$ cat config.mk
export PLATFORM = sky130hd
export DESIGN_NAME = unsigned_iter_divider_16by8_flat
export DESIGN_NICKNAME = d
export VERILOG_FILES = /design/src/rtl/unsigned_iter_divider_16by8_pkg.sv /design/src/rtl/unsigned_iter_divider_16by8_if.sv /design/src/rtl/unsigned_iter_divider_16by8_div_restoring_step.sv /design/src/rtl/unsigned_iter_divider_16by8.sv /design/src/flat_wrapper.sv
export SDC_FILE = /design/constraint.sdc
export NUM_CORES = 1
export LEC_CHECK = 0
export ABC_AREA = 1
export CORE_MARGIN = 4
export CORE_UTILIZATION = 49
export DETAILED_ROUTE_END_ITERATION = 8
export MAX_ROUTING_LAYER = met4
export PLACE_DENSITY = 0.73
export SLEW_MARGIN = 0
export SYNTH_ARGS = -nofsm -noshare
export SYNTH_HDL_FRONTEND = slang
export SYNTH_SLANG_ARGS = --single-unit
$ cat constraint.sdc
create_clock -name clk -period 5.3 [get_ports clk]
set_clock_uncertainty 0.05 [all_clocks]
set_input_delay 0.53 -clock clk [delete_from_list [all_inputs] [get_ports clk]]
set_output_delay 0.53 -clock clk [all_outputs]
set_load 0.02 [all_outputs]
$ cat src/rtl/unsigned_iter_divider_16by8_pkg.sv
// Shared types and constants for the iterative restoring divider.
package unsigned_iter_divider_16by8_pkg;

    localparam int unsigned DwDefault = 8;

    typedef enum logic [1:0] {
        StIdle,
        StCalc,
        StDone
    } state_e;

    function automatic int unsigned cnt_width(input int unsigned dw);
        return $clog2(dw + 1);
    endfunction

endpackage

$ cat src/rtl/unsigned_iter_divider_16by8_if.sv
// Operand/result valid-ready bundle between a requester and the divider.
interface unsigned_iter_divider_16by8_if
    import unsigned_iter_divider_16by8_pkg::*;
#(
    parameter int unsigned DW = DwDefault
) ();

    logic            in_valid;
    logic            in_ready;
    logic [2*DW-1:0] dividend;
    logic [DW-1:0]   divisor;
    logic            out_valid;
    logic            out_ready;
    logic [DW-1:0]   quotient;
    logic [DW-1:0]   remainder;
    logic            div_zero;
    logic            overflow;

    modport master (
        output in_valid, dividend, divisor, out_ready,
        input  in_ready, out_valid, quotient, remainder, div_zero, overflow
    );

    modport slave (
        input  in_valid, dividend, divisor, out_ready,
        output in_ready, out_valid, quotient, remainder, div_zero, overflow
    );

endinterface

$ cat src/rtl/unsigned_iter_divider_16by8_div_restoring_step.sv
// One restoring-division iteration: shift in a dividend bit, subtract if it fits.
module unsigned_iter_divider_16by8_div_restoring_step
    import unsigned_iter_divider_16by8_pkg::*;
#(
    parameter int unsigned DW = DwDefault
) (
    input  logic [DW-1:0] rem_i,
    input  logic          bit_i,
    input  logic [DW-1:0] divisor_i,
    output logic [DW-1:0] rem_o,
    output logic          q_o
);

    logic [DW:0]   shifted;
    logic [DW+1:0] diff;

    assign shifted = {rem_i, bit_i};
    assign diff    = {1'b0, shifted} - {2'b00, divisor_i};

    // rem_i < divisor keeps any non-negative difference below 2^DW, so bit DW is zero then.
    assign q_o   = ~|diff[DW+1:DW];
    assign rem_o = q_o ? diff[DW-1:0] : shifted[DW-1:0];

endmodule

$ cat src/rtl/unsigned_iter_divider_16by8.sv
// Sequential 2*DW / DW restoring divider with valid/ready handshakes, one job in flight.
module unsigned_iter_divider_16by8
    import unsigned_iter_divider_16by8_pkg::*;
#(
    parameter int unsigned DW = DwDefault
) (
    input logic                          clk,
    input logic                          rst,
    unsigned_iter_divider_16by8_if.slave bus
);

    localparam int unsigned CW = cnt_width(DW);

    state_e        state_q, state_d;
    logic [CW-1:0] cnt_q, cnt_d;
    logic [DW-1:0] rem_q, rem_d;
    logic [DW-1:0] lo_q, lo_d;
    logic [DW-1:0] dsr_q, dsr_d;
    logic [DW-1:0] quo_q, quo_d;
    logic [DW-1:0] rmd_q, rmd_d;
    logic          dz_q, dz_d;
    logic          ov_q, ov_d;

    logic [DW-1:0] step_rem;
    logic          step_q;

    unsigned_iter_divider_16by8_div_restoring_step #(
        .DW (DW)
    ) u_step (
        .rem_i     (rem_q),
        .bit_i     (lo_q[DW-1]),
        .divisor_i (dsr_q),
        .rem_o     (step_rem),
        .q_o       (step_q)
    );

    always_comb begin
        state_d = state_q;
        cnt_d   = cnt_q;
        rem_d   = rem_q;
        lo_d    = lo_q;
        dsr_d   = dsr_q;
        quo_d   = quo_q;
        rmd_d   = rmd_q;
        dz_d    = dz_q;
        ov_d    = ov_q;
        unique case (state_q)
            StIdle: begin
                if (bus.in_valid) begin
                    dsr_d = bus.divisor;
                    rem_d = bus.dividend[2*DW-1:DW];
                    lo_d  = bus.dividend[DW-1:0];
                    cnt_d = CW'(DW);
                    dz_d  = 1'b0;
                    ov_d  = 1'b0;
                    if (bus.divisor == '0) begin
                        quo_d   = '1;
                        rmd_d   = '0;
                        dz_d    = 1'b1;
                        state_d = StDone;
                    end else if (bus.dividend[2*DW-1:DW] >= bus.divisor) begin
                        quo_d   = '1;
                        rmd_d   = '0;
                        ov_d    = 1'b1;
                        state_d = StDone;
                    end else begin
                        state_d = StCalc;
                    end
                end
            end
            StCalc: begin
                // Quotient bits shift into the vacated low end of the dividend register.
                rem_d = step_rem;
                lo_d  = {lo_q[DW-2:0], step_q};
                cnt_d = cnt_q - 1'b1;
                if (cnt_q == CW'(1)) begin
                    quo_d   = {lo_q[DW-2:0], step_q};
                    rmd_d   = step_rem;
                    state_d = StDone;
                end
            end
            StDone: begin
                if (bus.out_ready) state_d = StIdle;
            end
            default: state_d = StIdle;
        endcase
    end

    always_ff @(posedge clk or posedge rst) begin
        if (rst) begin
            state_q <= StIdle;
            cnt_q   <= '0;
            rem_q   <= '0;
            lo_q    <= '0;
            dsr_q   <= '0;
            quo_q   <= '0;
            rmd_q   <= '0;
            dz_q    <= 1'b0;
            ov_q    <= 1'b0;
        end else begin
            state_q <= state_d;
            cnt_q   <= cnt_d;
            rem_q   <= rem_d;
            lo_q    <= lo_d;
            dsr_q   <= dsr_d;
            quo_q   <= quo_d;
            rmd_q   <= rmd_d;
            dz_q    <= dz_d;
            ov_q    <= ov_d;
        end
    end

    assign bus.in_ready  = (state_q == StIdle);
    assign bus.out_valid = (state_q == StDone);
    assign bus.quotient  = quo_q;
    assign bus.remainder = rmd_q;
    assign bus.div_zero  = dz_q;
    assign bus.overflow  = ov_q;

endmodule

$ cat src/flat_wrapper.sv
// flat-port wrapper written by rule: the top's interface ports become plain ports
module unsigned_iter_divider_16by8_flat import unsigned_iter_divider_16by8_pkg::*;
#(
    parameter int unsigned DW = DwDefault
)
  (clk, rst, bus_in_valid, bus_dividend, bus_divisor, bus_out_ready, bus_in_ready, bus_out_valid, bus_quotient, bus_remainder, bus_div_zero, bus_overflow);
  unsigned_iter_divider_16by8_if #(.DW(DW)) bus_i ();
  input logic clk;
  input logic rst;
  input wire logic [$bits(bus_i.in_valid)-1:0] bus_in_valid;
  input wire logic [$bits(bus_i.dividend)-1:0] bus_dividend;
  input wire logic [$bits(bus_i.divisor)-1:0] bus_divisor;
  input wire logic [$bits(bus_i.out_ready)-1:0] bus_out_ready;
  output wire logic [$bits(bus_i.in_ready)-1:0] bus_in_ready;
  output wire logic [$bits(bus_i.out_valid)-1:0] bus_out_valid;
  output wire logic [$bits(bus_i.quotient)-1:0] bus_quotient;
  output wire logic [$bits(bus_i.remainder)-1:0] bus_remainder;
  output wire logic [$bits(bus_i.div_zero)-1:0] bus_div_zero;
  output wire logic [$bits(bus_i.overflow)-1:0] bus_overflow;
  assign bus_i.in_valid = bus_in_valid;
  assign bus_i.dividend = bus_dividend;
  assign bus_i.divisor = bus_divisor;
  assign bus_i.out_ready = bus_out_ready;
  assign bus_in_ready = bus_i.in_ready;
  assign bus_out_valid = bus_i.out_valid;
  assign bus_quotient = bus_i.quotient;
  assign bus_remainder = bus_i.remainder;
  assign bus_div_zero = bus_i.div_zero;
  assign bus_overflow = bus_i.overflow;
  unsigned_iter_divider_16by8 #(.DW(DW)) u_core (.clk(clk), .rst(rst), .bus(bus_i));
endmodule
# Word level (Yosys, flattened, before mapping)
# Index checks and enable logic that the tools add are counted.
# Widths: inputs -> output; s select.
dict set report op_classes {
  add_sub_neg 2
  order_cmp 1
  eq_ne 7
  muxes 26
  n_reduce_logical 9
}
# op count
set op_table {}
lappend op_table {{$mux 8} 11}
lappend op_table {{$pmux 8 s2} 4}
lappend op_table {{$mux 2} 5}
lappend op_table {{$sub 9x8->10} 1}
lappend op_table {{$ge 8x8->1} 1}
lappend op_table {{$logic_not 8->1} 1}
lappend op_table {{$pmux 4 s2} 1}
lappend op_table {{$pmux 2 s3} 1}
lappend op_table {{$eq 4x1->1 const B} 1}
lappend op_table {{$mux 4} 1}
lappend op_table {{$ne 2x2->1 const B} 2}
lappend op_table {{$reduce_and 2->1} 2}
lappend op_table {{$reduce_and 4->1} 1}
lappend op_table {{$sub 4x1->4 const B} 1}
lappend op_table {{$mux 1} 3}
lappend op_table {{$ne 3x1->1 const B} 1}
lappend op_table {{$reduce_and 3->1} 1}
lappend op_table {{$eq 2x1->1 const B} 1}
lappend op_table {{$eq 2x2->1 const B} 1}
lappend op_table {{$logic_not 2->1} 1}
lappend op_table {{$ne 2x1->1 const B} 1}
lappend op_table {{$reduce_bool 2->1} 1}
lappend op_table {{$reduce_or 2->1} 1}
lappend op_table {{$logic_not 1->1} 1}
dict set report totals {
  ff_bits 48
  in_bits 28
  out_inout_bits 20
}

# Logic depth before layout (Yosys ltp)
dict set report logic_depth {
  depth_word 5
  mapped_depth 15
  depth_no_buf 15
}

# By module
# From an unflattened synthesis, not the netlist that was laid out.
dict set report unflattened {
  cells_unflattened 394
  area_unflattened_um2 2949.1
}
# module instances cells_each area_each_um2 seq_area_each_um2
set modules_own_cells {}
lappend modules_own_cells {unsigned_iter_divider_16by8 1 282 2333.5 1201.2}
lappend modules_own_cells {unsigned_iter_divider_16by8_div_restoring_step 1 112 615.6 0.0}

# Least setup slack after synthesis
# Ideal clock, no wire load.
dict set report synth_timing {
  path_kind {input-to-reg}
  from {input port bus_divisor[5]}
  to {register u_core.state_q[1]}
  arrival_ns 1.883
  t_required_ns 5.132
  setup_slack_ns 3.249
  stages 11
  n_path_buf 1
  path_cell_list {inv_1 > ha_1 > a21oi_1 > nor2_1 > nor3_1 > nand3_1 > nor2_1 > nor2_8 > inv_4 > buf_6 > nand2_1}
}
dict set report synth_via {
  elab_chain_len 5
}
# element line
set synth_rtl {}
lappend synth_rtl {{start: declaration} flat_wrapper.sv:12} ;# input wire logic [$bits(bus_i.divisor)-1:0] bus_divisor;
lappend synth_rtl {{$ge 8x8->1} unsigned_iter_divider_16by8.sv:61} ;# end else if (bus.dividend[2*DW-1:DW] >= bus.divisor) begin
lappend synth_rtl {{$mux 2} unsigned_iter_divider_16by8.sv:61}
lappend synth_rtl {{$mux 2 (*)} unsigned_iter_divider_16by8.sv:56} ;# if (bus.divisor == '0) begin
lappend synth_rtl {{$mux 2 (*)} unsigned_iter_divider_16by8.sv:49} ;# if (bus.in_valid) begin
lappend synth_rtl {{$pmux 2 s3 (*)} unsigned_iter_divider_16by8.sv:47} ;# unique case (state_q)
lappend synth_rtl {{end signal: assignment} unsigned_iter_divider_16by8.sv:91} ;# state_q <= StIdle;
lappend synth_rtl {{end signal: assignment} unsigned_iter_divider_16by8.sv:101} ;# state_q <= state_d;
lappend synth_rtl {{end: declaration} unsigned_iter_divider_16by8.sv:14} ;# state_e state_q, state_d;
# Mark *: on every way between the ends. The rest lies on a longest branch, timed or not. The select of a mux whose other input is x is not followed.
# A chain may end at the register's enable or synchronous reset.

# Final worst setup path
dict set report layout_timing {
  from {input port bus_divisor[5]}
  to {register u_core.rmd_q[5] (netlist: u_core.bus.remainder[5])}
}
dict set report layout_via {
  elab_chain_len 4
}
# element line
set layout_rtl {}
lappend layout_rtl {{branches (longest 4 deep; another with $ge 8x8->1)} --}
lappend layout_rtl {{end signal: assignment} unsigned_iter_divider_16by8.sv:107} ;# rmd_q <= rmd_d;
lappend layout_rtl {{end: declaration} unsigned_iter_divider_16by8.sv:20} ;# logic [DW-1:0] rmd_q, rmd_d;
# Several ways; the timed one is not identified. The select of a mux whose other input is x is not followed.

==> results.md <==
- Status: finished clean
- CTS-repair resized insts: 0
- Critical Path Max Stage Delay: 0.48 ns
- Post-synthesis register bit count: 48
- Syn Inst Count: 380
- Async SR Flop Fraction: 100.0%
- Post-synth EDFFs: 0
- Final TNS setup: 0 ns
- Fmax: 411.6 MHz
- Worst Hold Depth: 2
- Data required, critical path: 5.49 ns
- DRC: 0
- Fin nets: 472
- Worst Setup End Kind: flop
- Post-Layout Cell Count: 498
- DRT Pass-1 Iters: 4
- Max_slew headroom: 33.82%
- CP max-delay cell: clkdlybuf4s50_1
- Worst vdd ir: 0.0003172 V
- Yosys cell types: 29
- Layer with the highest usage: met2
- Area growth, synth to finish: 21.80%
- Post-DP HPWL: 5113 um
- Critical Path Start Type: input port
- Leak Pwr: 1.833 nW
- Starting Density: 51.27%
- Post-synth top area share: 41.78%
- Antenna violations before repair: 0
- Crit-path cells: clkdlybuf4s50_1, inv_1, ha_1, a21oi_1, nor2_1, nor3_1, nand3_1, nor2_1, nor2_8, inv_4, nand2_1, nand2_1
- Met1 GRT Util: 26.10%
- # diodes: 0
- Synth Net Count: 427
- Actual slew at the worst max-slew pin: 0.9912 ns
- Core Region: 0.005608 sq mm
- Cell Area, Synth: 0.002875 sq mm
- Postcts setup bufs: 0
- Ports: 48
- Drt wl/cell: 13.18 um
- Met2 Use GR: 31.10%
- Fin crit period: 2.430 ns
- Tcrit/Tclk final: 45.85%
- Placed Instances: 490
- Floorplan row count: 27
- Yosys warnings: 0
- Final WL: 6565 um
- Setup-failing EPs final: 0
- Worst Path Max Fanout: 17
- Top FF cell, synth: dfrtp_1
- Mean Syn Cell Area: 7.566 sq um
- M3 GR Usage: 4.612%
- Clock Pin Slew Worst Setup and Hold Paths: 0.09 ns
- Max Cap Viol: 0
- RSZ-0062 raised after global routing: false
- Hold buffer count at cts: 0
- Skew-Pair Late Insertion Delay: 0.30 ns
- Total Routing Usage GR: 20.01%
- Register area share after synthesis: 41.78%
- Power per standard cell area: 657.1 mW/mm^2
- Yosys top cell by area: dfrtp_1
- Vias in the first global route: 2472
- CTS root buf: clkbuf_8
- Reg2reg path depth: 14
- Largest net degree at the start of global routing: 49
- First-pass GRT wire length: 11340 um
- Min-delay worst type: reg2reg
- Grt ovf: 0
- CTS tree: done
- Width of the die: 84.60 um
- Fraction of layout cells with a size suffix above 1: 5.399%
- Pwr Total: 2.301 mW
- Reg2reg setup slack: 2.93 ns
- Number of routed nets with antenna violations: 0
- Critical path class: in2reg
- IO buf count: 47
- Die area: 0.007157 sq mm
- CTS Buf Count: 5
- First-iteration detailed-routing DRC count: 180
- Clk sinks: 48
- Final Hold Viols: 0
- Top cells by area, synth: dfrtp_1, nand2_1, ha_1
- Routability Congestion: 0.8559
- Clock buffer depth: 2
- Max-slew violations: 0
- H-tree depth: 2
- Vias per std cell: 5.151
- Die Y: 84.60 um
- CP arrival: 2.62 ns
- Via count: 2565
report_power, final:
group          internal (mW)  switching, mW
clock                  0.142          0.126
sequential             0.537         0.0996
combinational          0.501          0.896
worst max-delay path: cells and delay by family:
kind	cells	cell delay (ns)
AO/OA/AOI/OAI	1	0.16
adder cells (fa/ha/maj)	1	0.30
AND/OR/NAND/NOR	7	0.91
buffers and inverters	3	0.71
kinds of logic (layout without fill, tap and decap cells):
family / after synthesis / count (layout) / synth area share [%]
XOR/XNOR: 3 / 3 / 0.9140
AND/OR/NAND/NOR: 198 / 198 / 30.64
flip-flops: 48 / 48 / 41.78
adder cells (fa/ha/maj): 19 / 19 / 8.529
AO/OA/AOI/OAI: 42 / 42 / 8.181
buffers and inverters: 70 / 116 / 9.965
synth_stat cells, drive strengths merged (2+ instances only):
cell type,number
nand2,141
inv,61
dfrtp,48
nand3,24
o21ai,23
ha,18
nand4,15
nor2,13
o211ai,9
a21oi,8
clkbuf,6
buf,3
nor3,3
xor2,2
layer usage:
layer	up-vias	part of all wire (%)	wire length [um]
met5	-	0	0
met4	0	1.7	109
met3	11	5.8	378
met2	70	45	2953
met1	1175	48	3123
li1	1309	-	-
cell usage in the layout, fill, tap and decap left out:
| cell type | instances |
|---|---|
| nand2_1 | 138 |
| inv_1 | 55 |
| dfrtp_1 | 48 |
| clkdlybuf4s50_1 | 47 |
| nand3_1 | 23 |
| o21ai_0 | 23 |
| ha_1 | 18 |
| nand4_1 | 15 |
| nor2_1 | 9 |
| o211ai_1 | 9 |
| a21oi_1 | 8 |
| clkbuf_8 | 5 |
| inv_2 | 3 |
| nor3_1 | 3 |
| inv_4 | 3 |
| nor2_8 | 2 |
| nand2_2 | 2 |
| xor2_1 | 2 |
| clkinv_4 | 2 |
| nor2_4 | 1 |
| a31oi_1 | 1 |
| nand2_4 | 1 |
| nor2_2 | 1 |
| or2_2 | 1 |
| nand3_2 | 1 |
| xnor2_1 | 1 |
| nand3b_1 | 1 |
| o22ai_1 | 1 |
| fa_1 | 1 |
| bufinv_16 | 1 |
state kept, by name, summed over array words and instances (netlist names), 2 cells and up:
signal / count
u_core.bus.quotient: 8
u_core.bus.remainder: 8
u_core.dsr_q: 8
u_core.cnt_q: 4
u_core.state_q: 2
u_core.rem_q: 8
u_core.lo_q: 8
through the flow:
| stage | area [sq um] | utilization [%] | hold WS, ns | setup WS [ns] |
|---|---|---|---|---|
| 4_1_cts | 3502 | 62.45 | 0.4362 | 2.861 |
| 2_1_floorplan | 2875 | - | 0.4070 | 3.249 |
| 3_3_place_gp | 3386 | 60.37 | 0.4054 | 2.616 |
| 3_5_place_dp | 3386 | 60.37 | 0.4131 | 2.550 |
| 5_1_grt | 3502 | 62.45 | 0.4438 | 2.703 |
| 6_report | 3502 | 62.45 | 0.4297 | 2.870 |
path summary, 6_finish.rpt:
| check | startpoint | endpoint |
|---|---|---|
| max in group asynchronous | rst | u_core.bus.remainder[2]$_DFFE_PP0P_ |
| worst max register to register | u_core.lo_q[7]$_DFFE_PP0P_ | u_core.rem_q[5]$_DFFE_PP0P_ |
| min in group asynchronous | rst | u_core.lo_q[3]$_DFFE_PP0P_ |
| worst max-delay path | bus_divisor[5] | u_core.bus.remainder[5]$_DFFE_PP0P_ |
| worst min-delay path | u_core.bus.remainder[6]$_DFFE_PP0P_ | u_core.bus.remainder[6]$_DFFE_PP0P_ |
| worst min register to register | u_core.bus.remainder[6]$_DFFE_PP0P_ | u_core.bus.remainder[6]$_DFFE_PP0P_ |
area by class of cell:
| type | count | area, sq um |
|---|---|---|
| repair buffers | 47 | 470.5 |
| fillers | 540 | 2106 |
| multi-input cells | 262 | 1388 |
| inverters | 61 | 236.5 |
| well taps | 72 | 90.09 |
| clock inverters | 3 | 47.55 |
| clock buffers | 5 | 68.82 |
| flip-flops and latches | 48 | 1201 |
(Power assumes the default switching activity.)
